<file path="src/rtl/tff_count_ctrl.sv">
// Start/stop/pause sequencer for a bank of T flip-flops forming a modulo counter.
// Produces per-bit toggle enables and mirrors the resulting count.
module tff_count_ctrl #(
    parameter int WIDTH = 4
) (
    input  logic             clk,
    input  logic             reset,
    input  logic             start,
    input  logic             stop,
    input  logic             mode,
    input  logic [WIDTH-1:0] limit,
    output logic [WIDTH-1:0] count,
    output logic [WIDTH-1:0] toggle,
    output logic             busy,
    output logic             tc,
    output logic             done
);

    typedef enum logic [1:0] {
        S_IDLE,
        S_RUN,
        S_PAUSE,
        S_DONE
    } state_t;

    state_t           state;
    state_t           nxt_state;
    logic [WIDTH-1:0] lim;
    logic             md;
    logic [WIDTH-1:0] nxt_count;
    logic             at_lim;
    logic             tc_raw;
    logic             load;
    logic             busy_r;
    logic             done_r;

    assign at_lim = (count == lim);

    always_comb begin
        nxt_state = state;
        nxt_count = count;
        tc_raw    = 1'b0;
        load      = 1'b0;
        unique case (state)
            S_IDLE: begin
                if (start) begin
                    load      = 1'b1;
                    nxt_state = S_RUN;
                    nxt_count = '0;
                end
            end
            S_RUN: begin
                // stop pre-empts both increment and terminal handling
                if (stop) begin
                    nxt_state = S_PAUSE;
                end else if (at_lim) begin
                    tc_raw = 1'b1;
                    if (md) begin
                        nxt_count = '0;
                    end else begin
                        nxt_state = S_DONE;
                    end
                end else begin
                    nxt_count = count + WIDTH'(1);
                end
            end
            S_PAUSE: begin
                if (stop) begin
                    nxt_state = S_IDLE;
                    nxt_count = '0;
                end else if (start) begin
                    nxt_state = S_RUN;
                end
            end
            S_DONE: begin
                nxt_state = S_IDLE;
            end
            default: begin
                nxt_state = S_IDLE;
            end
        endcase
    end

    always_ff @(posedge clk) begin
        if (reset) begin
            state  <= S_IDLE;
            count  <= '0;
            lim    <= '0;
            md     <= 1'b0;
            busy_r <= 1'b0;
            done_r <= 1'b0;
        end else begin
            state  <= nxt_state;
            count  <= nxt_count;
            busy_r <= (nxt_state == S_RUN) || (nxt_state == S_PAUSE);
            done_r <= (nxt_state == S_DONE);
            if (load) begin
                lim <= limit;
                md  <= mode;
            end
        end
    end

    // Outputs are forced quiet for the whole time reset is held.
    assign toggle = reset ? '0 : (count ^ nxt_count);
    assign tc     = tc_raw & ~reset;
    assign busy   = busy_r & ~reset;
    assign done   = done_r & ~reset;

endmodule

</file>
<file path="config.mk">
export PLATFORM = sky130hd
export DESIGN_NAME = tff_count_ctrl
export DESIGN_NICKNAME = d
export VERILOG_FILES = /design/src/rtl/tff_count_ctrl.sv
export SDC_FILE = /design/constraint.sdc
export NUM_CORES = 1
export LEC_CHECK = 0
export BUFFER_PORTS_ARGS = -buffer_cell sky130_fd_sc_hd__buf_2
export CELL_PAD_IN_SITES_DETAIL_PLACEMENT = 1
export CELL_PAD_IN_SITES_GLOBAL_PLACEMENT = 2
export CORE_MARGIN = 4
export CORE_UTILIZATION = 27
export CTS_CLUSTER_SIZE = 8
export DETAILED_ROUTE_END_ITERATION = 8
export PLACE_DENSITY = 0.8
export SLEW_MARGIN = 20
export SYNTH_ARGS = -nofsm -noshare
export SYNTH_HDL_FRONTEND = slang
export SYNTH_SLANG_ARGS = --single-unit
</file>
<file path="constraint.sdc">
create_clock -name clk -period 1.67 [get_ports clk]
set_clock_uncertainty 0.1 [all_clocks]
set_input_delay 0.0835 -clock clk [delete_from_list [all_inputs] [get_ports clk]]
set_output_delay 0.0835 -clock clk [all_outputs]
set_load 0.05 [all_outputs]
</file>
* After elaboration in Yosys (flattened, before gate mapping)
Cells that the tools add are included.
** Storage, ports and cells
- Flip-flop bits (word level) :: 13
- Bits of input ports :: 9
- Output and inout port bits :: 11
- Logic and storage cells :: 39
** Cells by class
- $add $sub $neg :: 1
- Eq/ne operators :: 7
- Multiplexer cells :: 18
- Bitwise gates (word level) :: 5
- Reductions and logical operators :: 2
** Operators by type and width (count)
- 4-bit 2-to-1 mux :: 6
- 4-bit one-hot mux with 3 select lines :: 1
- 2-bit 2-to-1 mux :: 5
- 2-bit == test, second input constant :: 4
- 2-bit one-hot mux with 4 select lines :: 1
- 1-bit 2-to-1 mux :: 5
- 4-bit by 1-bit adder with 4-bit output, second input constant :: 1
- 2-bit by 1-bit == test with 1-bit output, second input constant :: 2
- 4-bit == test :: 1
- 4-bit XOR :: 1
- 1-bit AND :: 3
- 2-bit zero test :: 1
- 1-bit logical OR :: 1
- 1-bit inverter :: 1

* Longest topological paths before layout
Gate-level depths: netlist of the first run.
- Depth in word-level cells :: 6
- Mapped depth :: 6
- Mapped depth without buffers :: 6

* Worst setup path before layout of the first run
Ideal clock, no wire load.
- Kind :: reg-to-output
- Start :: reg count[0]
- End :: out tc
- Arrival :: 2.237 ns
- Required time :: 1.487 ns
- Slack :: -0.751 ns
- Stages on the path, launching flop included :: 4
- Path buffers :: 0
- Path through :: dfxtp_1 -> xnor2_1 -> nand4_1 -> nor3_1
** On the way
- Word-level cells in the longest chain between the ends :: 5
** Ends and longest elaborated chain
- start: declaration :: line 12 : output logic [WIDTH-1:0] count,
- start signal: assignment :: line 94 : count <= nxt_count;
- 4-bit == test :: line 37 : assign at_lim = (count == lim);
- 1-bit 2-to-1 mux :: line 56 : end else if (at_lim) begin
- 1-bit 2-to-1 mux :: line 54 : if (stop) begin
- 1-bit 2-to-1 mux :: line 44 : unique case (state)
- 1-bit AND :: line 106 : assign tc = tc_raw & ~reset;
- end: declaration :: line 15 : output logic tc,
No other way between the ends.

* Final worst setup path of the first run
- Start :: reg count[0]
- End :: out toggle[2]
** On the way
- Word-level cells in the longest chain between the ends :: 6
- Elaborated cells on any way between the ends :: 7
- Classes of those cells :: add/sub: 1; eq/ne: 1; mux: 4; bitwise: 1
** Ends and longest elaborated chain
- 4-bit by 1-bit adder with 4-bit output / 4-bit == test (equally long branches) :: line 64, 37
- 4-bit 2-to-1 mux * :: line 56
- 4-bit 2-to-1 mux * :: line 54
- 4-bit one-hot mux with 3 select lines * :: line 44
- 4-bit XOR * :: line 105 : assign toggle = reset ? '0 : (count ^ nxt_count);
- 4-bit 2-to-1 mux * :: line 105
- end: declaration :: line 13 : output logic [WIDTH-1:0] toggle,
Every way passes the cells marked *; elsewhere a longest branch is shown, timed or not.

==> impl_metrics.tcl, run 1 <==
set metrics [dict create \
    grt_pass1_wl_um 4533 \
    clk_pin_slew_worst_paths_ns 0.09 \
    switching_share 0.3317 \
    ys_seq_area_frac 0.2959 \
    finalCritPeriodShare 1.205 \
    setup_ws_ns -0.3422 \
    maxClockFrequency_mhz 497.0 \
    num_vias 921 \
    clock_latency_ns 0.28 \
    ys_async_sr_fraction 0 \
    ant_nets 0 \
    violations "setup timing" \
    coreArea_sq_mm 0.003078 \
    p_sw_mw 0.2819 \
    drive_gt1_frac 0.5629 \
    worst_slew_pin_slew_ns 0.3948 \
    final.min_clock_period_ns 2.012 \
    synth_common_cells "14 x nor2_1, 13 x dfxtp_1, 9 x nand2_1" \
    yosysWarnings 0 \
    dp_hpwl_um 2190 \
    utilization 0.4854 \
    cts_made_buffers 3 \
    worstSetupEndpointType "primary output" \
    r2r-start "count[1]" \
    synth_edf_count 0 \
    std_cell_rows 20 \
    gp_congestion 0.8444 \
    ys_types 41 \
    crit_path_max_fanout 3 \
    cts.sinks 13 \
    wire_per_inst_um 14.57 \
    ff2ff_path_depth 6 \
    r2r_slack_ns 0.02 \
    cts_root_buffer "clkbuf_4" \
    crit_type "flip-flop to primary output" \
    nFillCells 364 \
    die_w_um 65.08 \
    synth_top_cell_by_area "dfxtp_1" \
    p_int_mw 0.5679 \
    start_util 0.2858 \
    cp-startpoint "count[0]" \
    netlist_top_cells_area "dfxtp_1 30%, nor2_1 6.0%, mux2i_1 5.7%" \
    synth_nets 113 \
    area_growth_pct 69.84 \
    io_pins 20 \
    syn_area_sq_um 879.6 \
    setup_tns_ns -1.373 \
    seq_power_share 0.403 \
    p_comb_frac 0.365 \
    drt_wl_total_um 2842 \
    min_delay_path_depth 4 \
    setup-violations-final 5 \
    grt_pass1_vias 990 \
    vdd_drop_max_v 0.0003043 \
    clk_path_buf_depth 2 \
    ys_seq_elements 13 \
    reg2reg_to "busy_r" \
    hold_path.class "input pin to flip-flop" \
    drc_errors 0 \
    dieHeight_um 65.08 \
    leakagePower_nw 0.6037 \
    crit_path_end "toggle[2]" \
    grtUsageTotal 0.1398 \
    slew_violations 0 \
    status "complete, but fails checks" \
    final_nets 163 \
    n_antenna_cell 0 \
    htree_num_levels 1 \
    crit_arrival_ns 1.83 \
    finalHoldViolCount 0 \
    synth_top_area_share 0.2959 \
    maxCapViolCount 0 \
    synth_flop_cell "dfxtp_1" \
    port_buffers 19 \
    cellPowerDensity_mw_per_mm2 568.9 \
    cts_tree "done" \
    rsz0062_at_grt "true" \
    viasPerCell 4.723 \
    drtIter0Drc 11 \
    pwr-share-clk 0.232 \
    required_ns 1.49 \
    postSynthCellCount 102 \
    grt-ovfl-total 0 \
    firstDrtPassIters 2 \
    start_kind "flip-flop" \
    antenna_found_initial 0 \
    slew_headroom 0.7358 \
    grt_max_degree 21 \
    dieArea_sq_mm 0.004235 \
    yosysMostFrequentCell "nor2_1" \
    avgSynthCellArea_sq_um 8.623 \
]
[worst min-delay path by stage]
| stage | from | to |
|---|---|---|
| 6_report | reset | state[1] |
| 3_3_place_gp | mode | md |
| 4_1_cts | reset | state[1] |
| 3_5_place_dp | mode | md |
| 5_1_grt | reset | state[0] |
| 2_1_floorplan | mode | md |
[layout by cell type, fill, tap and decap left out, types with 3 or more instances in the layout]
cell and instances:
nor2b_1 7, mux2i_1 4, xnor2_4 4, dfxtp_4 4, inv_1 3, o22ai_1 3, dlygate4sd3_1 5, buf_4 22
clkbuf_4 3, dfxtp_1 4, buf_6 8, nand2_1 9, buf_2 14, dfxtp_2 5, nor2_1 14
[cell families (layout without fill, tap and decap cells)]
kind of cell             count (synthesis)  after routing  synth area share
AO/OA/AOI/OAI                           22             22            0.2091
XOR/XNOR                                 4              4           0.06118
adder cells (fa/ha/maj)                  2              2           0.02844
buffers and inverters                    8             57           0.05263
flip-flops                              13             13            0.2959
multiplexers                             5              5           0.05690
AND/OR/NAND/NOR                         48             48            0.2959
[power groups by stage]
stage / combinational [mW] / clock, mW / sequential, mW
6_report: 0.310 / 0.197 / 0.343
3_3_place_gp: 0.250 / 0 / 0.344
3_5_place_dp: 0.256 / 0 / 0.345
4_1_cts: 0.280 / 0.209 / 0.339
5_1_grt: 0.335 / 0.220 / 0.346
2_1_floorplan: 0.155 / 0 / 0.347
[stage by stage]
step                hold slack, ns  setup slack [ns]  std cells  power, mW  cell area (sq um)
floorplan                   0.1221           -0.2602        102     0.5018              962.2
global placement            0.2147          -0.09634        185     0.5935               1265
detailed placement          0.2237           -0.1228        185     0.6019               1265
CTS                        0.05590           -0.3511        195     0.8279               1398
global route               0.07492           -0.4271        195     0.9020               1494
finish                     0.06652           -0.3422        195     0.8498               1494
[critical path, stage by stage, from the launching register on]
cell,delay [ns]
dfxtp_4,0.41
ha_4,0.14
or3b_4,0.38
a21oi_4,0.13
nor4b_2,0.20
a31o_2,0.14
buf_6,0.15
[per-layer routing]
layer,GRT usage,vias up,wire (um)
met3,0.02253,4,68
met1,0.1578,438,1155
met2,0.2631,12,1586
met4,0.04663,0,31
met5,0,-,0
li1,-,467,-
[cell type report]
| class | count | area [sq um] | area share |
|---|---|---|---|
| multi-input combinational | 81 | 728.2 | 0.4874 |
| tap | 44 | 55.05 | 0.03685 |
| sequential | 13 | 281.5 | 0.1884 |
| clock inverter | 1 | 5.005 | 0.003350 |
| timing repair buffer | 50 | 390.4 | 0.2613 |
| clock buffer | 3 | 22.52 | 0.01508 |
| inverter | 3 | 11.26 | 0.007538 |
[registers in the layout, summed over array words and instances (netlist names)]
name    cells
busy_r      1
count       4
done_r      1
state       2
lim         4
md          1
[repair_timing]
| action | in CTS | in global routing |
|---|---|---|
| buffers inserted | 1 | 2 |
| hold buffers | 5 | 0 |
| pin swaps | 7 | 12 |
| endpoints found under the setup margin | 7 | 8 |
| resized for setup | 17 | 18 |
| endpoints found under the hold margin | 5 | 0 |
(Power assumes the default switching activity.)
==> run 2: changes to the inputs <==
ABC_AREA = 1   (was not set)
CORE_UTILIZATION = 23   (was 27)
==> run 2 against run 1 <==
  * The run still ends with setup timing left
  * Critical path depth grew 5
  * Die area rose by 3.1%
  * Final area fell by 2.3%
  * Synthesized cell count up 23%
  * Global-route usage is 0.60 points higher
  * Register-to-register slack worse by 0.23 ns
  * Synthesized area down 12%
  * Sequential share of layout area is 0.45 points higher
  * Maximum frequency grew 3.4%
  * Clock power up 6%
  * Hold slack got worse by 0.055 ns
  * Critical path type unchanged
==> impl_metrics.tcl, run 2 <==
set metrics [dict create \
    status "complete, but fails checks" \
    violations "setup timing" \
    syn_area_sq_um 775.7 \
    synth_flop_cell "dfxtp_1" \
    crit_type "flip-flop to primary output" \
    start_kind "flip-flop" \
    antenna_found_initial 0 \
    cts.sinks 13 \
    finalHoldViolCount 0 \
    crit_path_cell_trace "buf_4 > buf_4 > nand3_2 > nor2_1 > nand3_1 > nand2_1 > inv_2 > nand2_4 > a21oi_4 > nor2_4 > buf_6" \
    finalCritPeriodShare 1.165 \
    std_cell_rows 20 \
    io_pins 20 \
    yosysMostFrequentCell "nand2_1" \
    place_ws_ns -0.06179 \
    ys_types 20 \
    drtIter0Drc 34 \
    final_common_cell "buf_4" \
    final_cell_mix "30 x buf_4, 17 x nand2_2, 16 x nand2_1" \
    yosysWarnings 0 \
    maxClockFrequency_mhz 513.9 \
    die_w_um 66.08 \
    cellPowerDensity_mw_per_mm2 619.8 \
    gp_congestion 0.7300 \
    ys_async_sr_fraction 0 \
    setup_ws_ns -0.2757 \
    port_buffers 19 \
    grt_pass1_vias 1035 \
    clock_latency_ns 0.28 \
    synth_top_cell_by_area "dfxtp_1" \
    synth_nets 136 \
    required_ns 1.49 \
    start_util 0.2480 \
    n_antenna_cell 0 \
    clk_pin_slew_worst_paths_ns 0.09 \
    htree_num_levels 1 \
    coreArea_sq_mm 0.003128 \
    ant_nets 0 \
    ys_seq_area_frac 0.3355 \
    grt_max_degree 11 \
    vdd_drop_max_v 0.0002669 \
    cts_root_buffer "clkbuf_4" \
    area_growth_pct 88.06 \
    setup-violations-final 8 \
    placed_cell_area_sq_mm 0.001081 \
    grt-ovfl-total 0 \
    synth_top_area_share 0.3355 \
    final_area_sq_mm 0.001459 \
    slew_headroom 0.7572 \
    hold_path.class "input pin to flip-flop" \
    grt_pass1_wl_um 4809 \
    max_stage_delay_ns 0.41 \
    wire_per_inst_um 14.32 \
    cts_tree "done" \
    firstDrtPassIters 4 \
    num_vias 1013 \
    rsz0062_at_grt "true" \
    slew_violations 0 \
    postSynthCellCount 125 \
    leakagePower_nw 0.7124 \
    dieArea_sq_mm 0.004366 \
    final_nets 194 \
    crit_path_max_fanout 6 \
    critPathSlowestCell "dfxtp_4" \
    grtUsageTotal 0.1458 \
    drt_wl_total_um 3237 \
    crit_arrival_ns 1.76 \
    synth_common_cells "32 x nand2_1, 17 x inv_1, 13 x dfxtp_1" \
    dp_hpwl_um 1989 \
    min_delay_path_depth 3 \
    maxCapViolCount 0 \
    final.min_clock_period_ns 1.946 \
    clk_path_buf_depth 2 \
    drc_errors 0 \
    crit_top_cell "buf_4" \
    dieHeight_um 66.08 \
    worst_slew_pin_slew_ns 0.3615 \
    cts_made_buffers 3 \
    avgSynthCellArea_sq_um 6.206 \
    viasPerCell 4.482 \
    netlist_top_cells_area "dfxtp_1 34%, nand2_1 15%, inv_1 8.2%" \
    worstSetupEndpointType "primary output" \
    drive_gt1_frac 0.5989 \
    ys_seq_elements 13 \
    reg.largest.list "count: 4 flops, lim: 4 flops, state: 2 flops" \
    fin_total_pwr_mw 0.9042 \
    synth_edf_count 0 \
    ff2ff_path_depth 13 \
]
==> run 2: worst max-delay path, delay by kind of cell, from the launching register on <==
kind / cells / cell delay [ns]
simple gates: 6 / 0.58
buf+inv: 4 / 0.41
flops: 1 / 0.41
compound gates: 1 / 0.06
==> run 2: path summary, 6_finish.rpt <==
| kind | startpoint | to | slack [ns] |
|---|---|---|---|
| setup / recovery | count[0] | toggle[3] | -0.28 |
| hold / removal | start | state[0] | 0.01 |
| setup reg to reg | count[1] | count[2] | -0.21 |
| hold reg to reg | md | md | 0.37 |
==> run 2: routing by layer <==
metal	up-vias	GRT usage	wire, um
met2	16	0.2503	1657
li1	506	-	-
met5	-	0	0
met1	485	0.1714	1423
met3	6	0.02721	75
met4	0	0.07360	80
==> run 2: what timing repair did <==
item | in CTS | in global routing
endpoints found under the hold margin | 5 | 0
gates cloned | 0 | 0
setup buffers | 10 | 8
resized for setup | 28 | 26
hold buffers | 5 | 0
setup endpoints to repair | 6 | 8
pin swaps | 9 | 17
==> run 2: logic make-up (layout without fill, tap and decap cells) <==
| kind of cell | Yosys count | count (layout) | share of synthesized area |
|---|---|---|---|
| adder cells (fa/ha/maj) | 2 | 2 | 0.03225 |
| buffers and inverters | 25 | 82 | 0.1306 |
| flip-flops | 13 | 13 | 0.3355 |
| AO/OA/AOI/OAI | 21 | 21 | 0.1419 |
| AND/OR/NAND/NOR | 64 | 64 | 0.3597 |
==> run 2: power breakdown <==
group / total, mW / switching [mW] / internal [mW] / leakage, nW
Combinational: 0.346 / 0.204 / 0.143 / 0.586
Clock: 0.209 / 0.117 / 0.0926 / 0.0150
Sequential: 0.349 / 0.0183 / 0.330 / 0.112
Total: 0.904 / 0.339 / 0.566 / 0.712
==> run 2: metrics by stage <==
step | cells | hold slack [ns] | TNS [ns] | utilization
after floorplan | 125 | 0.1343 | 0 | -
after global placement | 199 | 0.2484 | -0.07154 | 0.3456
after detailed placement | 199 | 0.2607 | -0.1526 | 0.3456
after CTS | 218 | 0.003170 | -1.039 | 0.4188
after global routing | 226 | 0.02686 | -2.522 | 0.4664
final | 226 | 0.01146 | -1.581 | 0.4664
==> run 2: final cells by class <==
cell class | count | area, sq um
Inverter | 24 | 92.59
Sequential cell | 13 | 281.5
Timing Repair Buffer | 54 | 401.6
Fill cell | 401 | 1669
Multi-Input combinational cell | 87 | 601.8
Tap cell | 44 | 55.05
Clock buffer | 4 | 26.28
